`src/rtl/ysyx_25040109_axi_arbiter_pkg.sv`:
```
// Shared types and constants for the IFU/LSU to MEM AXI4-Lite arbiter.
package ysyx_25040109_arb_pkg;

    localparam int ADDR_W = 32;
    localparam int DATA_W = 32;
    localparam int STRB_W = DATA_W / 8;

    localparam logic [1:0] RESP_OKAY   = 2'b00;
    localparam logic [1:0] RESP_SLVERR = 2'b10;

    typedef enum logic [1:0] {
        IDLE   = 2'd0,
        IFU_RD = 2'd1,
        LSU_RD = 2'd2,
        LSU_WR = 2'd3
    } arb_state_t;

endpackage

```
`src/rtl/ysyx_25040109_axi_arbiter_if.sv`:
```
// AXI4-Lite bundles: a read-only bundle for instruction fetch and a full read/write bundle.
import ysyx_25040109_arb_pkg::*;

interface ysyx_25040109_axi_arbiter_rd_if #(
    parameter int ADDR_W = ysyx_25040109_arb_pkg::ADDR_W,
    parameter int DATA_W = ysyx_25040109_arb_pkg::DATA_W
);
    logic [ADDR_W-1:0] araddr;
    logic              arvalid;
    logic              arready;
    logic [DATA_W-1:0] rdata;
    logic [1:0]        rresp;
    logic              rvalid;
    logic              rready;

    modport master (
        output araddr, arvalid, rready,
        input  arready, rdata, rresp, rvalid
    );
    modport slave (
        input  araddr, arvalid, rready,
        output arready, rdata, rresp, rvalid
    );
endinterface

interface ysyx_25040109_axi_arbiter_if #(
    parameter int ADDR_W = ysyx_25040109_arb_pkg::ADDR_W,
    parameter int DATA_W = ysyx_25040109_arb_pkg::DATA_W
);
    logic [ADDR_W-1:0]   araddr;
    logic                arvalid;
    logic                arready;
    logic [DATA_W-1:0]   rdata;
    logic [1:0]          rresp;
    logic                rvalid;
    logic                rready;
    logic [ADDR_W-1:0]   awaddr;
    logic                awvalid;
    logic                awready;
    logic [DATA_W-1:0]   wdata;
    logic [DATA_W/8-1:0] wstrb;
    logic                wvalid;
    logic                wready;
    logic [1:0]          bresp;
    logic                bvalid;
    logic                bready;

    modport master (
        output araddr, arvalid, rready, awaddr, awvalid, wdata, wstrb, wvalid, bready,
        input  arready, rdata, rresp, rvalid, awready, wready, bresp, bvalid
    );
    modport slave (
        input  araddr, arvalid, rready, awaddr, awvalid, wdata, wstrb, wvalid, bready,
        output arready, rdata, rresp, rvalid, awready, wready, bresp, bvalid
    );
endinterface

```
`src/rtl/ysyx_25040109_axi_arbiter_mux.sv`:
```
// Channel routing between the granted master and MEM; purely combinational from the grant state.
import ysyx_25040109_arb_pkg::*;

module ysyx_25040109_arb_mux (
    input arb_state_t                     state,
    ysyx_25040109_axi_arbiter_rd_if.slave ifu,
    ysyx_25040109_axi_arbiter_if.slave    lsu,
    ysyx_25040109_axi_arbiter_if.master   mem
);

    always_comb begin
        mem.araddr  = '0;
        mem.arvalid = 1'b0;
        mem.rready  = 1'b0;
        mem.awaddr  = '0;
        mem.awvalid = 1'b0;
        mem.wdata   = '0;
        mem.wstrb   = '0;
        mem.wvalid  = 1'b0;
        mem.bready  = 1'b0;

        ifu.arready = 1'b0;
        ifu.rdata   = '0;
        ifu.rresp   = RESP_OKAY;
        ifu.rvalid  = 1'b0;

        lsu.arready = 1'b0;
        lsu.rdata   = '0;
        lsu.rresp   = RESP_OKAY;
        lsu.rvalid  = 1'b0;
        lsu.awready = 1'b0;
        lsu.wready  = 1'b0;
        lsu.bresp   = RESP_OKAY;
        lsu.bvalid  = 1'b0;

        case (state)
            IFU_RD: begin
                mem.araddr  = ifu.araddr;
                mem.arvalid = ifu.arvalid;
                mem.rready  = ifu.rready;
                ifu.arready = mem.arready;
                ifu.rdata   = mem.rdata;
                ifu.rresp   = mem.rresp;
                ifu.rvalid  = mem.rvalid;
            end
            LSU_RD: begin
                mem.araddr  = lsu.araddr;
                mem.arvalid = lsu.arvalid;
                mem.rready  = lsu.rready;
                lsu.arready = mem.arready;
                lsu.rdata   = mem.rdata;
                lsu.rresp   = mem.rresp;
                lsu.rvalid  = mem.rvalid;
            end
            // AW, W and B travel together so the two write beats may land in any order
            LSU_WR: begin
                mem.awaddr  = lsu.awaddr;
                mem.awvalid = lsu.awvalid;
                mem.wdata   = lsu.wdata;
                mem.wstrb   = lsu.wstrb;
                mem.wvalid  = lsu.wvalid;
                mem.bready  = lsu.bready;
                lsu.awready = mem.awready;
                lsu.wready  = mem.wready;
                lsu.bresp   = mem.bresp;
                lsu.bvalid  = mem.bvalid;
            end
            default: ;
        endcase
    end

endmodule

```
`src/rtl/ysyx_25040109_axi_arbiter.sv`:
```
// Two-master AXI4-Lite arbiter (IFU, LSU) onto the single MEM port, one transaction at a time.
// Define ARB_RR_EN for round-robin between colliding reads; otherwise LSU reads beat IFU.
//
// state  | meaning
// IDLE   | nothing routed; pick the next master from pending valids
// IFU_RD | IFU read channels routed to MEM until R handshake
// LSU_RD | LSU read channels routed to MEM until R handshake
// LSU_WR | LSU AW/W/B routed to MEM until B handshake
import ysyx_25040109_arb_pkg::*;

module ysyx_25040109_axi_arbiter (
    input logic                           clk,
    input logic                           rst,
    ysyx_25040109_axi_arbiter_rd_if.slave ifu,
    ysyx_25040109_axi_arbiter_if.slave    lsu,
    ysyx_25040109_axi_arbiter_if.master   mem
);

    arb_state_t state;
    arb_state_t state_nxt;
    logic       rd_pick_lsu;

`ifdef ARB_RR_EN
    logic last_rd;  // 0: IFU served last, 1: LSU served last

    always_comb rd_pick_lsu = lsu.arvalid && (!ifu.arvalid || !last_rd);

    always_ff @(posedge clk or posedge rst) begin
        if (rst) begin
            last_rd <= 1'b0;
        end else if (state == IDLE && (state_nxt == IFU_RD || state_nxt == LSU_RD)) begin
            last_rd <= (state_nxt == LSU_RD);
        end
    end
`else
    always_comb rd_pick_lsu = lsu.arvalid;
`endif

    always_ff @(posedge clk or posedge rst) begin
        if (rst) begin
            state <= IDLE;
        end else begin
            state <= state_nxt;
        end
    end

    // Exits always land in IDLE, which guarantees a bubble before the next grant
    always_comb begin
        state_nxt = state;
        case (state)
            IDLE: begin
                if (lsu.awvalid) begin
                    state_nxt = LSU_WR;
                end else if (rd_pick_lsu) begin
                    state_nxt = LSU_RD;
                end else if (ifu.arvalid) begin
                    state_nxt = IFU_RD;
                end
            end
            IFU_RD: if (mem.rvalid && ifu.rready) state_nxt = IDLE;
            LSU_RD: if (mem.rvalid && lsu.rready) state_nxt = IDLE;
            LSU_WR: if (mem.bvalid && lsu.bready) state_nxt = IDLE;
            default: state_nxt = IDLE;
        endcase
    end

    ysyx_25040109_arb_mux u_mux (
        .state (state),
        .ifu   (ifu),
        .lsu   (lsu),
        .mem   (mem)
    );

`ifndef SYNTHESIS
    // A master dropping valid before its handshake breaks AXI; the grant is simply held
    logic [3:0] wait_q;

    always_ff @(posedge clk or posedge rst) begin
        if (rst) begin
            wait_q <= '0;
        end else begin
            wait_q <= {ifu.arvalid & ~ifu.arready, lsu.arvalid & ~lsu.arready,
                       lsu.awvalid & ~lsu.awready, lsu.wvalid & ~lsu.wready};
            if ((wait_q & ~{ifu.arvalid, lsu.arvalid, lsu.awvalid, lsu.wvalid}) != 4'b0) begin
                $fatal(1, "axi_arbiter: valid withdrawn before handshake (%b)", wait_q);
            end
        end
    end
`endif

endmodule

```
`src/flat_wrapper.sv`:
```
// flat-port wrapper written by rule: the top's interface ports become plain ports
module ysyx_25040109_axi_arbiter_flat 
  (clk, rst, ifu_araddr, ifu_arvalid, ifu_rready, ifu_arready, ifu_rdata, ifu_rresp, ifu_rvalid, lsu_araddr, lsu_arvalid, lsu_rready, lsu_awaddr, lsu_awvalid, lsu_wdata, lsu_wstrb, lsu_wvalid, lsu_bready, lsu_arready, lsu_rdata, lsu_rresp, lsu_rvalid, lsu_awready, lsu_wready, lsu_bresp, lsu_bvalid, mem_araddr, mem_arvalid, mem_rready, mem_awaddr, mem_awvalid, mem_wdata, mem_wstrb, mem_wvalid, mem_bready, mem_arready, mem_rdata, mem_rresp, mem_rvalid, mem_awready, mem_wready, mem_bresp, mem_bvalid);
  ysyx_25040109_axi_arbiter_rd_if ifu_i ();
  ysyx_25040109_axi_arbiter_if lsu_i ();
  ysyx_25040109_axi_arbiter_if mem_i ();
  input logic clk;
  input logic rst;
  input wire logic [$bits(ifu_i.araddr)-1:0] ifu_araddr;
  input wire logic [$bits(ifu_i.arvalid)-1:0] ifu_arvalid;
  input wire logic [$bits(ifu_i.rready)-1:0] ifu_rready;
  output wire logic [$bits(ifu_i.arready)-1:0] ifu_arready;
  output wire logic [$bits(ifu_i.rdata)-1:0] ifu_rdata;
  output wire logic [$bits(ifu_i.rresp)-1:0] ifu_rresp;
  output wire logic [$bits(ifu_i.rvalid)-1:0] ifu_rvalid;
  input wire logic [$bits(lsu_i.araddr)-1:0] lsu_araddr;
  input wire logic [$bits(lsu_i.arvalid)-1:0] lsu_arvalid;
  input wire logic [$bits(lsu_i.rready)-1:0] lsu_rready;
  input wire logic [$bits(lsu_i.awaddr)-1:0] lsu_awaddr;
  input wire logic [$bits(lsu_i.awvalid)-1:0] lsu_awvalid;
  input wire logic [$bits(lsu_i.wdata)-1:0] lsu_wdata;
  input wire logic [$bits(lsu_i.wstrb)-1:0] lsu_wstrb;
  input wire logic [$bits(lsu_i.wvalid)-1:0] lsu_wvalid;
  input wire logic [$bits(lsu_i.bready)-1:0] lsu_bready;
  output wire logic [$bits(lsu_i.arready)-1:0] lsu_arready;
  output wire logic [$bits(lsu_i.rdata)-1:0] lsu_rdata;
  output wire logic [$bits(lsu_i.rresp)-1:0] lsu_rresp;
  output wire logic [$bits(lsu_i.rvalid)-1:0] lsu_rvalid;
  output wire logic [$bits(lsu_i.awready)-1:0] lsu_awready;
  output wire logic [$bits(lsu_i.wready)-1:0] lsu_wready;
  output wire logic [$bits(lsu_i.bresp)-1:0] lsu_bresp;
  output wire logic [$bits(lsu_i.bvalid)-1:0] lsu_bvalid;
  output wire logic [$bits(mem_i.araddr)-1:0] mem_araddr;
  output wire logic [$bits(mem_i.arvalid)-1:0] mem_arvalid;
  output wire logic [$bits(mem_i.rready)-1:0] mem_rready;
  output wire logic [$bits(mem_i.awaddr)-1:0] mem_awaddr;
  output wire logic [$bits(mem_i.awvalid)-1:0] mem_awvalid;
  output wire logic [$bits(mem_i.wdata)-1:0] mem_wdata;
  output wire logic [$bits(mem_i.wstrb)-1:0] mem_wstrb;
  output wire logic [$bits(mem_i.wvalid)-1:0] mem_wvalid;
  output wire logic [$bits(mem_i.bready)-1:0] mem_bready;
  input wire logic [$bits(mem_i.arready)-1:0] mem_arready;
  input wire logic [$bits(mem_i.rdata)-1:0] mem_rdata;
  input wire logic [$bits(mem_i.rresp)-1:0] mem_rresp;
  input wire logic [$bits(mem_i.rvalid)-1:0] mem_rvalid;
  input wire logic [$bits(mem_i.awready)-1:0] mem_awready;
  input wire logic [$bits(mem_i.wready)-1:0] mem_wready;
  input wire logic [$bits(mem_i.bresp)-1:0] mem_bresp;
  input wire logic [$bits(mem_i.bvalid)-1:0] mem_bvalid;
  assign ifu_i.araddr = ifu_araddr;
  assign ifu_i.arvalid = ifu_arvalid;
  assign ifu_i.rready = ifu_rready;
  assign ifu_arready = ifu_i.arready;
  assign ifu_rdata = ifu_i.rdata;
  assign ifu_rresp = ifu_i.rresp;
  assign ifu_rvalid = ifu_i.rvalid;
  assign lsu_i.araddr = lsu_araddr;
  assign lsu_i.arvalid = lsu_arvalid;
  assign lsu_i.rready = lsu_rready;
  assign lsu_i.awaddr = lsu_awaddr;
  assign lsu_i.awvalid = lsu_awvalid;
  assign lsu_i.wdata = lsu_wdata;
  assign lsu_i.wstrb = lsu_wstrb;
  assign lsu_i.wvalid = lsu_wvalid;
  assign lsu_i.bready = lsu_bready;
  assign lsu_arready = lsu_i.arready;
  assign lsu_rdata = lsu_i.rdata;
  assign lsu_rresp = lsu_i.rresp;
  assign lsu_rvalid = lsu_i.rvalid;
  assign lsu_awready = lsu_i.awready;
  assign lsu_wready = lsu_i.wready;
  assign lsu_bresp = lsu_i.bresp;
  assign lsu_bvalid = lsu_i.bvalid;
  assign mem_araddr = mem_i.araddr;
  assign mem_arvalid = mem_i.arvalid;
  assign mem_rready = mem_i.rready;
  assign mem_awaddr = mem_i.awaddr;
  assign mem_awvalid = mem_i.awvalid;
  assign mem_wdata = mem_i.wdata;
  assign mem_wstrb = mem_i.wstrb;
  assign mem_wvalid = mem_i.wvalid;
  assign mem_bready = mem_i.bready;
  assign mem_i.arready = mem_arready;
  assign mem_i.rdata = mem_rdata;
  assign mem_i.rresp = mem_rresp;
  assign mem_i.rvalid = mem_rvalid;
  assign mem_i.awready = mem_awready;
  assign mem_i.wready = mem_wready;
  assign mem_i.bresp = mem_bresp;
  assign mem_i.bvalid = mem_bvalid;
  ysyx_25040109_axi_arbiter u_core (.clk(clk), .rst(rst), .ifu(ifu_i), .lsu(lsu_i), .mem(mem_i));
endmodule
```
`config.mk`:
```
export PLATFORM = sky130hd
export DESIGN_NAME = ysyx_25040109_axi_arbiter_flat
export DESIGN_NICKNAME = d
export VERILOG_FILES = /design/src/rtl/ysyx_25040109_axi_arbiter_pkg.sv /design/src/rtl/ysyx_25040109_axi_arbiter_if.sv /design/src/rtl/ysyx_25040109_axi_arbiter_mux.sv /design/src/rtl/ysyx_25040109_axi_arbiter.sv /design/src/flat_wrapper.sv
export SDC_FILE = /design/constraint.sdc
export NUM_CORES = 1
export LEC_CHECK = 0
export BUFFER_PORTS_ARGS = -buffer_cell sky130_fd_sc_hd__buf_2
export CORE_AREA = 2 2 141 143
export DETAILED_ROUTE_END_ITERATION = 10
export DIE_AREA = 0 0 143 145
export PLACE_DENSITY = 0.37
export SLEW_MARGIN = 0
export SYNTH_ARGS = -nofsm -noshare
export SYNTH_HDL_FRONTEND = slang
export SYNTH_SLANG_ARGS = --single-unit
```
`constraint.sdc`:
```
create_clock -name clk -period 2.58 [get_ports clk]
set_input_delay 0.387 -clock clk [delete_from_list [all_inputs] [get_ports clk]]
set_output_delay 0.387 -clock clk [all_outputs]
set_load 0.03 [all_outputs]
```
==> impl_metrics.tcl <==
set metrics [dict create \
    dp.cells 873 \
    worst_hold_slack_ns 0.0140 \
    initial_utilization_pct 9.15 \
    drv_cap 0 \
    regMostFlops "u_core.state" \
    synth-compound-area-share_pct 17.0 \
    largest_reg_flops 2 \
    drcViolationCount 0 \
    synthSimpleGateAreaFrac_pct 67.3 \
    drt_iter0_markers 108 \
    dp_slack_ns 0.591 \
    synth-seq-area-share_pct 2.85 \
    rows 51 \
    syn-num-nets 451 \
    synth_cells 263 \
    fin_area_sq_um 3940 \
    vias 3030 \
    cts_resized 0 \
    io_pins 364 \
    die_height_microns 145 \
    grt_max_degree 38 \
    cp.required_ns 2.19 \
    start_kind "flip-flop" \
    wirelength_mm 11.0 \
    synth_area_per_cell_sq_um 6.68 \
    final_cell_mix "buf_2 (363), and2_1 (148), a22oi_1 (34), nor2b_1 (34), buf_4 (7)" \
    ant_nets 0 \
    grt_overflow 0 \
    clock_latency_ns 0.22 \
    fin_cells 876 \
    relSlewSlack_pct 73.0 \
    critical_path_class "reg2out" \
    setup_viol 0 \
    drt_first_pass_iters 4 \
    die_area_sq_um 20700 \
    grt_usage_pct 9.51 \
    drt-wirelength-per-cell_microns 12.6 \
    nets 801 \
    hold_buffers 0 \
    grt_pass1_wl_mm 15.6 \
    max_freq_ghz 0.461 \
    clk_path_buf_depth 2 \
    hold_path_class "in2async" \
    reg_top3 "u_core.state x2" \
    insertedDiodeCount 0 \
    path_max_fanout 21 \
    ir_worst_vdd_uv 231 \
    drive_above_1_share_pct 62.0 \
    grt_setup_unrepaired "no" \
    cts-root-buf "clkbuf_16" \
    synth_fa_ha_area_share_pct 4.27 \
    power_density_nw_per_um2 995 \
    finalWorstSetupSlack_ns 0.409 \
    ys_ff_latch 2 \
    hold_violations 0 \
    fin_skew_ns 0.0000308 \
    fill_cells 2200 \
    synth_top_family_by_area "simple AND/OR/NAND/NOR gates" \
    postCtsSetupBuffers 0 \
    hpwlAfterDp_mm 9.66 \
    h-tree-depth 1 \
    grt_pass1_vias 2888 \
    die_w_microns 143 \
    tightest_slew_ns 0.404 \
    p_leak_nw 2.43 \
    placed_cell_area_sq_um 3870 \
    yosys_warnings 0 \
    cts_tree "yes" \
    finalCritPeriodShare_pct 84.2 \
    slew_violations 0 \
    status "completed" \
    viasPerCell 3.46 \
    min_period_ns 2.17 \
    yosysUniqueCellTypes 15 \
    endpoint_kind "output pin" \
    synth_mux_area_share_pct 1.14 \
    antenna_found_initial 1 \
    cts.sinks 2 \
    gp_congestion 0.773 \
    netlist_area_sq_um 1760 \
    clk_pin_slew_ns 0.03 \
    fin_setup_tns_ns 0 \
    cts_buffers 3 \
    final_common_cell "buf_2" \
    numPortBuffers 363 \
    area_delta_synth_final_pct 124 \
    synth_xor_area_share_pct 0 \
    cp_data_arrival_time_ns 1.78 \
    core_area_sq_um 19200 \
]
-- report_power, final --
group,total [W],switching [W],internal (W)
logic,0.00363,0.00242,0.00121
clock network,0.000235,0.0000374,0.000197
registers,0.0000611,0.0000138,0.0000473
total,0.00393,0.00247,0.00145
-- through the flow --
step / util [%] / power, W
final: 20.5 / 0.00393
after global routing: 20.5 / 0.00420
after CTS: 20.5 / 0.00400
after detailed placement: 20.1 / 0.00376
after global placement: 20.1 / 0.00380
after floorplan: - / 0.00267
-- worst paths after layout --
kind | from | end | slack [ns] | depth (start not counted)
max reg2reg | u_core.state[1] | u_core.state[1] | 0.76 | 5
max in group asynchronous | rst | u_core.state[0] | 2.46 | 2
min in group clk | lsu_awvalid | u_core.state[0] | 0.58 | 3
min | rst | u_core.state[1] | 0.01 | 2
min reg2reg | u_core.state[0] | u_core.state[0] | 0.68 | 2
max | u_core.state[1] | mem_araddr[4] | 0.41 | 6
-- critical path: stages (launching register included) --
cell and delay, ns:
dfrtp_1 0.40, inv_1 0.13, ha_2 0.34, buf_4 0.27
a22oi_1 0.10, nor2b_1 0.12, buf_2 0.20
-- Yosys cell counts --
master	number	area share (%)
a21boi_1	2	0.85
a21boi_4	1	1.1
a22oi_1	34	15
and2_1	148	53
buf_2	8	2.3
buf_6	1	0.64
clkbuf_1	17	3.6
dfrtp_1	2	2.8
ha_1	6	4.3
inv_1	4	0.85
mux2i_1	2	1.1
nor2b_1	34	12
nor4_4	1	1.2
nor4b_4	1	1.4
o21ai_0	2	0.57
-- layout make-up --
| type | count | area (sq um) | share of cell area, % |
|---|---|---|---|
| Multi-Input combinational cell | 231 | 1580 | 40.1 |
| Timing Repair Buffer | 371 | 1890 | 47.9 |
| Tap cell | 265 | 332 | 8.41 |
| Clock buffer | 3 | 75.1 | 1.90 |
| Sequential cell | 2 | 50.0 | 1.27 |
| Inverter | 4 | 15.0 | 0.381 |
-- cells by family after synthesis --
logic type / count (synthesis)
multiplexers: 2
buffers and inverters: 30
flip-flops: 2
AND/OR/NAND/NOR: 184
AO/OA/AOI/OAI: 39
adder cells (fa/ha/maj): 6
-- metal layers --
metal / share of wire [%] / vias up / global-route usage, %
met5: 0 / - / 0
met4: 0.33 / 0 / 0.644
met3: 9.1 / 4 / 2.31
met2: 56 / 184 / 20.5
met1: 35 / 1302 / 9.07
li1: - / 1540 / -
(Power assumes the default switching activity.)
